--- src/rtl/mbscore_int_sched_pkg.sv ---
// Shared MBScore interrupt constants: source ids, handler addresses and the id->address lookup.
package mbscore_int_sched_pkg;

  localparam int unsigned ADDR_WIDTH = 32;

  localparam int unsigned INT_ID_SYSCALL  = 0;
  localparam int unsigned INT_ID_KEYBOARD = 1;
  localparam int unsigned INT_ID_MOUSE    = 2;
  localparam int unsigned INT_ID_UART     = 3;
  localparam int unsigned INT_ID_STORAGE  = 4;
  localparam int unsigned INT_ID_ETHERNET = 5;
  localparam int unsigned INT_ID_CF       = 6;

  localparam logic [ADDR_WIDTH-1:0] INT_SYSCALL_ADDR  = 32'h0000_0100;
  localparam logic [ADDR_WIDTH-1:0] INT_KEYBOARD_ADDR = 32'h0000_0120;
  localparam logic [ADDR_WIDTH-1:0] INT_MOUSE_ADDR    = 32'h0000_0140;
  localparam logic [ADDR_WIDTH-1:0] INT_UART_ADDR     = 32'h0000_0160;
  localparam logic [ADDR_WIDTH-1:0] INT_STORAGE_ADDR  = 32'h0000_0180;
  localparam logic [ADDR_WIDTH-1:0] INT_ETHERNET_ADDR = 32'h0000_01A0;
  localparam logic [ADDR_WIDTH-1:0] INT_CF_ADDR       = 32'h0000_01C0;

  function automatic logic [ADDR_WIDTH-1:0] int_addr_of(input int unsigned id);
    logic [ADDR_WIDTH-1:0] addr;
    case (id)
      INT_ID_SYSCALL:  addr = INT_SYSCALL_ADDR;
      INT_ID_KEYBOARD: addr = INT_KEYBOARD_ADDR;
      INT_ID_MOUSE:    addr = INT_MOUSE_ADDR;
      INT_ID_UART:     addr = INT_UART_ADDR;
      INT_ID_STORAGE:  addr = INT_STORAGE_ADDR;
      INT_ID_ETHERNET: addr = INT_ETHERNET_ADDR;
      INT_ID_CF:       addr = INT_CF_ADDR;
      default:         addr = '0;
    endcase
    return addr;
  endfunction

endpackage

--- src/rtl/mbscore_prio_enc.sv ---
// Combinational fixed-priority encoder; the lowest set index wins.
module mbscore_prio_enc #(
  parameter int unsigned N_SRC = 7,
  parameter int unsigned ID_W  = 3
) (
  input  logic [N_SRC-1:0] req,
  output logic             valid,
  output logic [ID_W-1:0]  id
);

  always_comb begin
    valid = |req;
    id    = '0;
    // Scan downwards so the lowest index is the last to assign.
    for (int i = int'(N_SRC) - 1; i >= 0; i--) begin
      if (req[i]) id = ID_W'(i);
    end
  end

endmodule

--- src/rtl/mbscore_int_sched.sv ---
// Interrupt scheduler: edge capture into pending, masking, priority selection and a
// req/ack/eoi handshake to the core with no nesting.
module mbscore_int_sched #(
  parameter int unsigned N_SRC      = 7,
  parameter int unsigned ID_W       = 3,
  parameter int unsigned ADDR_WIDTH = mbscore_int_sched_pkg::ADDR_WIDTH,
  parameter int unsigned CNT_W      = 8
) (
  input  logic                  clk,
  input  logic                  rst_n,
  input  logic [N_SRC-1:0]      irq_src,
  input  logic                  int_en_n,
  input  logic                  mask_we,
  input  logic [N_SRC-1:0]      mask_wdata,
  output logic [N_SRC-1:0]      mask,
  output logic [N_SRC-1:0]      pending,
  output logic                  int_req,
  output logic [ID_W-1:0]       int_id,
  output logic [ADDR_WIDTH-1:0] int_addr,
  input  logic                  int_ack,
  input  logic                  eoi,
  output logic                  in_service,
  output logic [CNT_W-1:0]      lost_cnt
);
  import mbscore_int_sched_pkg::*;

  typedef enum logic [1:0] {StIdle, StReq, StService} state_e;

  state_e                state_q, state_d;
  logic [N_SRC-1:0]      irq_q, pending_q, pending_d, mask_q, edge_det, clr_vec;
  logic [ID_W-1:0]       int_id_q, int_id_d;
  logic [ADDR_WIDTH-1:0] int_addr_q, int_addr_d;
  logic [CNT_W-1:0]      lost_cnt_q;
  logic                  ack_clr, enc_valid;
  logic [ID_W-1:0]       enc_id;

  mbscore_prio_enc #(
    .N_SRC (N_SRC),
    .ID_W  (ID_W)
  ) u_prio_enc (
    .req   (pending_q & ~mask_q),
    .valid (enc_valid),
    .id    (enc_id)
  );

  assign edge_det = irq_src & ~irq_q;
  assign clr_vec  = ack_clr ? (N_SRC'(1) << int_id_q) : '0;
  // Set has priority over the ack clear.
  assign pending_d = (pending_q & ~clr_vec) | edge_det;

  always_comb begin
    state_d    = state_q;
    int_id_d   = int_id_q;
    int_addr_d = int_addr_q;
    ack_clr    = 1'b0;
    unique case (state_q)
      StIdle: begin
        if (enc_valid && !int_en_n) begin
          state_d    = StReq;
          int_id_d   = enc_id;
          int_addr_d = ADDR_WIDTH'(int_addr_of(int'(enc_id)));
        end
      end
      StReq: begin
        if (int_ack) begin
          state_d    = StService;
          int_id_d   = '0;
          int_addr_d = '0;
          ack_clr    = 1'b1;
        end
      end
      StService: begin
        if (eoi) state_d = StIdle;
      end
      default: state_d = StIdle;
    endcase
  end

  always_ff @(posedge clk) begin
    if (!rst_n) begin
      state_q    <= StIdle;
      int_id_q   <= '0;
      int_addr_q <= '0;
    end else begin
      state_q    <= state_d;
      int_id_q   <= int_id_d;
      int_addr_q <= int_addr_d;
    end
  end

  always_ff @(posedge clk) begin
    if (!rst_n) begin
      irq_q     <= '0;
      pending_q <= '0;
    end else begin
      irq_q     <= irq_src;
      pending_q <= pending_d;
    end
  end

  always_ff @(posedge clk) begin
    if (!rst_n) begin
      mask_q <= '1;
    end else if (mask_we) begin
      mask_q <= mask_wdata;
    end
  end

  // Several lost edges in one cycle count once.
  always_ff @(posedge clk) begin
    if (!rst_n) begin
      lost_cnt_q <= '0;
    end else if (|(edge_det & pending_q) && (lost_cnt_q != '1)) begin
      lost_cnt_q <= lost_cnt_q + CNT_W'(1);
    end
  end

  assign mask       = mask_q;
  assign pending    = pending_q;
  assign int_req    = (state_q == StReq);
  assign int_id     = int_id_q;
  assign int_addr   = int_addr_q;
  assign in_service = (state_q == StService);
  assign lost_cnt   = lost_cnt_q;

endmodule
--- config.mk ---
export PLATFORM = sky130hd
export DESIGN_NAME = mbscore_int_sched
export DESIGN_NICKNAME = d
export VERILOG_FILES = /design/src/rtl/mbscore_int_sched_pkg.sv /design/src/rtl/mbscore_prio_enc.sv /design/src/rtl/mbscore_int_sched.sv
export SDC_FILE = /design/constraint.sdc
export NUM_CORES = 1
export LEC_CHECK = 0
export CORE_UTILIZATION = 38
export CTS_CLUSTER_DIAMETER = 150
export DETAILED_ROUTE_END_ITERATION = 10
export PLACE_DENSITY = 0.75
export SYNTH_ARGS = -nofsm -noshare
export SYNTH_HDL_FRONTEND = slang
export SYNTH_SLANG_ARGS = --single-unit
--- constraint.sdc ---
create_clock -name clk -period 1.4 [get_ports clk]
set_input_delay 0.28 -clock clk [delete_from_list [all_inputs] [get_ports clk]]
set_output_delay 0.28 -clock clk [all_outputs]
set_load 0.01 [all_outputs]
# Word level (Yosys, flattened, before mapping)

Cells that the tools add are included.

Memories: 0
Memory bits (read-only): 0
Input port bits: 20
Bits in writable memories: 0
Flip-flop bits (word level): 66
Bits in latches: 0

Reductions and logical operators: 10
Multipliers: 0
Eq/ne operators: 12
Bitwise logic cells: 8
Div/mod/pow operators: 0
Add/subtract/negate cells: 1
Muxes and demuxes: 21
Shift operators: 1
$lt $le $gt $ge: 0

Operator list:

| cell                                                 | number |
|---|---|
| 2-to-1 mux 32 bit                                    | 2 |
| case mux 32 bit (2 select lines)                     | 1 |
| case mux 9 bit (7 select lines)                      | 1 |
| bitwise AND 7 bit                                    | 4 |
| 2-to-1 mux 3 bit                                     | 9 |
| inverter 7 bit                                       | 3 |
| OR reduction 7 bit                                   | 2 |
| equality test 3 bit (second input constant)          | 3 |
| adder 8 x 1 -> 8 bit (second input constant)         | 1 |
| inequality test 8 bit (second input constant)        | 1 |
| 2-to-1 mux 7 bit                                     | 1 |
| OR 7 bit                                             | 1 |
| left shift 1 x 3 -> 7 bit (first input constant)     | 1 |
| equality test 3 x 2 -> 1 bit (second input constant) | 2 |
| 2-to-1 mux 2 bit                                     | 3 |
| case mux 2 bit (3 select lines)                      | 1 |
| case mux 3 bit (2 select lines)                      | 1 |
| AND reduction 3 bit                                  | 2 |
| inequality test 2 bit (second input constant)        | 2 |
| equality test 3 x 1 -> 1 bit (second input constant) | 1 |
| zero test 3 bit                                      | 1 |
| equality test 2 x 1 -> 1 bit (second input constant) | 1 |
| equality test 2 bit (second input constant)          | 1 |
| logical AND 1 bit                                    | 2 |
| 5 further kinds                                      | 6 |

# Longest topological paths before layout

Word-level depth: 13
Depth in mapped cells: 7
Mapped depth without buffers: 6

# By module

Synthesis repeated with hierarchy kept, for this count alone.

Cells, all modules: 210
Area, all modules: 1874.3 um^2

By module, submodules not included:

| module            | cells an instance | instances | seq. area each (um^2) | area each (um^2) |
|---|---|---|---|---|
| mbscore_int_sched | 199               | 1         | 760.7                 | 1801.7 |
| mbscore_prio_enc  | 11                | 1         | 0.0                   | 72.6 |

# Worst setup path after synthesis

OpenSTA, ideal clock, no wires.

Path type: register -> register
Start: register lost_cnt_q[0] (netlist: lost_cnt[0])
End: register lost_cnt_q[7] (netlist: lost_cnt[7])
Slack: -0.153 ns
Data arrival time: 1.483 ns
Stages on the path, launching flop included: 8
Setup time: 0.070 ns
Cell sequence: dfxtp_1 ha_1 and3_1 nand3_1 o21ai_2 buf_6 or3_1 a21boi_1

Longest elaborated chain between the ends: 2
Elaborated cells between the ends (all ways): 3

RTL lines:

| what                                                         | line                     | RTL |
|---|---|---|
| start: declaration                                           | mbscore_int_sched.sv:33  | `logic [CNT_W-1:0] lost_cnt_q;` |
| start signal: assignment                                     | mbscore_int_sched.sv:114 | `lost_cnt_q <= lost_cnt_q + CNT_W'(1);` |
| branches (longest 2 deep; another with adder 8 x 1 -> 8 bit) | n/a                      |  |

Several ways; the timed one is not identified.
A chain may end at the register's enable or synchronous reset.

# Worst setup path in the final report

Same ends and word-level chain as after synthesis.

==> impl_summary.md <==
Run status
The run finished, with violations left. The checks that failed: setup timing.

Timing
The clock skew after layout is approximately 0.0035 ns. Adding up every negative setup slack in the final design gives -0.0276 ns. Setup repair after global routing could not meet its margin everywhere. The worst-case setup margin in the final layout is -0.0195 ns. The setup-violating endpoint count in the final report is 3. The number of pins with negative max-slew slack in the final report is 0. The worst path in the final design needs a cycle of 1.42 ns, including I/O delays and setup. The share of the clock period used by the worst path is 101%. For this run, the top clock speed supported by timing is 704 MHz.

The final hold violation count came to 0.

Critical path
Data arrives at the worst endpoint at between 1.5 and 2 ns. The register-to-register path setup slack is -0.02 ns. The family with the most delay on the worst path is simple AND/OR/NAND/NOR gates.

Together, buffers and inverters on the worst path number 0. The path length in cells of the critical path is 6. The critical path is of the register to register type. Along the worst path, the maximum fanout reaches 5. The worst setup path is captured at a register.

Traced cell by cell, the critical path runs through ha_4 > and3_4 > nand3_4 > o21ai_4 > or3_1 > a21boi_1. The type of origin of the critical path is a register. The required time of the critical path is approximately 1.6 ns. For this design, the slowest cell found on the critical path is dfxtp_4. The worst-case reg-to-reg path depth is 6. The delay of the slowest cell on the worst path is between 0.3 and 0.4 ns.

Clocking
The clock-pin slew of the registers on the worst-case setup and hold paths is ~0.070 ns. For this design, the CTS-stage hold fixing added 0 buffers. TritonCTS built the clock tree. The CTS buffer count is 5. The root buffer cell is clkbuf_8. The CTS H-tree depth is 2.

The number of sinks driven by the clock tree is 38. The deepest clock path buffer count is 2. The clock reaches the later pin of the worst-skew pair after approximately 0.29 ns.

Routing
The count of vias placed by the detailed router is 1625. The post-detailed-routing wire length is roughly 4300 um. The post-detailed-route via-to-cell ratio is roughly 4.6. The pre-antenna-repair detailed-routing pass consisted of 4 iterations.

The count of nets left with antenna violations once routing finished came out at 0. The detailed router finished its first iteration with between 70 and 80 violations. For this run, design rule violations remaining after detail routing come to 0. Dividing the detail-routed wire length by the instance count gives around 12 um.

Cells and area
Relative to the synthesized area, the layout overhead comes to 46.5%. The layout net count is around 300. The fraction of layout cells with a size suffix above 1 is about a quarter. After filler insertion, the fill cell instance count of the layout stands at 443. The number of diodes is 0.

Logic synthesis
In this run, synthesis produced a sequential element count of 38. The synthesized design contains 0 enable-type register cells. Summing the sequential cell areas from Yosys gives between 40% and 50% of the chip area. The dominant synthesized flop cell is dfxtp_1. The synthesized netlist occupies a cell area of between 1500 and 2000 sq um.

The number of warnings issued by yosys is 0. The cell count after synthesis came out at a little over 200. The share of flip-flops with an asynchronous set or reset is 0%. A synthesized cell averages about 9.2 sq um.

The count of different cell masters after synthesis is 38.

Global route
The overall global routing resource usage is 17.6%. The number of global-route vias before repair is around 1.5k. The leftover overflow at the end of global routing is 0. The initial antenna violation count is 0.

The first global-routing pass estimated between 6000 and 7000 um of wire. Entering global routing, the biggest net connects 25 pins.

Run
Across the run, the number of max-cap violations was 0.

Placed design
The last weighted congestion value of the routability-driven placer is approximately 0.77. After legalization and detailed placement, the total HPWL measured 3180 um. The worst-case setup slack after placement is -0.429 ns.

The number of input and output port buffers inserted is 50.

Floorplanning
The standard-cell row count is 25. The vertical die dimension is about 73 um. The starting density of the core is between 30 and 40%.

The total area inside the core boundary comes to ~4800 sq um. The die area is 5270 sq um. The top-level port count is 79. The floorplan step set the die width to ~73 um.

Power
The worst-case IR drop observed on VDD is about 510 uV. The part of the total power dissipated in the clock network is between 30% and 40%. The leakage power summed over all cells is 1.28 nW.

Combinational logic is responsible for ~23% of the overall power. The power spent charging and discharging nets is around 700 uW. In this run switching power makes up 27.0% of total power. Of the total power, registers draw around 47%.

For this design the ratio of total power to cell area is just over 900 nW/um^2. The overall power consumption is between 2 and 3 mW. The internal portion of total power is 1.86 mW.

Hold path
The cell depth of the worst hold path is 3. The tightest min-delay check is of the input port to register type.
state kept, by name, indices dropped and copies added (netlist names):
register,count
mask,7
lost_cnt,8
state_q,2
int_addr,4
int_id,3
pending,7
irq_q,7
through the flow:
stage / area, sq um / hold slack, ns / util (%) / std cells
2_1_floorplan: 2020 / 0.402 / - / 233
3_3_place_gp: 2600 / 0.439 / 54.7 / 344
3_5_place_dp: 2600 / 0.443 / 54.7 / 344
4_1_cts: 2710 / 0.403 / 56.9 / 355
5_1_grt: 2770 / 0.378 / 58.3 / 355
6_report: 2770 / 0.356 / 58.3 / 355
synth_stat cells, types with 2 or more instances:
cell type | count | area share, %
xnor2_1 | 2 | 0.93
o21ai_0 | 12 | 3.2
inv_1 | 4 | 0.79
or3_1 | 4 | 1.3
or2_2 | 2 | 0.66
o31ai_1 | 2 | 0.79
and2_1 | 8 | 2.6
buf_4 | 28 | 11
nand3_1 | 9 | 2.4
nand2_1 | 19 | 3.8
a21oi_1 | 3 | 0.79
nand2b_1 | 15 | 5.0
a21boi_0 | 10 | 4.0
nor2b_1 | 2 | 0.66
nand3b_1 | 5 | 2.0
mux2i_1 | 7 | 3.7
clkbuf_1 | 5 | 0.99
dfxtp_1 | 38 | 40
and3_1 | 4 | 1.3
nand2b_4 | 3 | 2.2
a21o_1 | 4 | 1.6
a21boi_1 | 4 | 1.6
cells by family after synthesis:
family,synth area share (%)
flops,40.2
xor+xnor,0.925
other cells,0.198
simple gates,23.5
fa+ha+maj,0.661
compound gates,17.4
mux,3.70
buf+inv,13.5
cell type report:
type                    instances  area [sq um]  area share, %
repair buffers                 80           711           25.6
clock buffers                   7          86.3           3.11
multi-input cells             158          1090           39.2
inverters                       4          15.0          0.542
flip-flops and latches         38           785           28.3
clock inverters                 1          5.00          0.181
well taps                      67          83.8           3.02
power by group through the flow:
stage          clock network [mW]  registers [mW]  logic (mW)
2_1_floorplan                   0            1.25       0.297
3_3_place_gp                    0            1.22       0.558
3_5_place_dp                    0            1.23       0.566
4_1_cts                     0.794            1.20       0.557
5_1_grt                     0.831            1.22       0.630
6_report                    0.769            1.21       0.572
worst reg2reg max path, delay by kind of cell, from the launching register on:
family	cells	cell delay, ns
flops	1	0.35
compound gates	2	0.22
simple gates	3	0.64
fa+ha+maj	1	0.15
worst paths after layout:
check,from,endpoint
setup / recovery,lost_cnt[0],lost_cnt[7]
hold reg to reg,int_addr[5],int_addr[5]
setup reg to reg,lost_cnt[0],lost_cnt[7]
hold / removal,irq_src[1],irq_q[1]
metal layers:
metal | track usage [%] | wire (um) | vias to the layer above
met5 | 0 | 0 | -
met2 | 29.5 | 2080 | 63
met1 | 21.6 | 1870 | 738
met3 | 4.70 | 269 | 4
met4 | 6.32 | 41 | 0
li1 | - | - | 820
layout by cell type, fill, tap and decap left out, types with 2 or more instances in the layout:
cell type	instances
a21boi_0	10
a21boi_1	3
a21o_1	4
a21oi_1	2
and2_1	8
and3_1	2
and3_4	2
buf_12	2
buf_4	26
buf_6	2
clkbuf_8	6
clkdlybuf4s50_1	12
conb_1	28
dfxtp_1	23
dfxtp_2	13
dfxtp_4	2
dlygate4sd2_1	36
inv_1	3
mux2i_1	7
nand2_1	19
nand2b_1	14
nand2b_4	4
nand3_1	7
nand3b_1	5
nor2b_1	2
o21ai_0	9
o21ai_1	3
or2_4	2
or3_1	3
xnor2_1	2
what timing repair did:
| action | in CTS | in global routing |
|---|---|---|
| setup buffers | 2 | 0 |
| resized for setup | 51 | 23 |
| setup endpoints to repair | 38 | 16 |
| pin swaps | 9 | 5 |
| gates cloned | 1 | 0 |
Note: power is estimated with default switching activity, not from simulation.
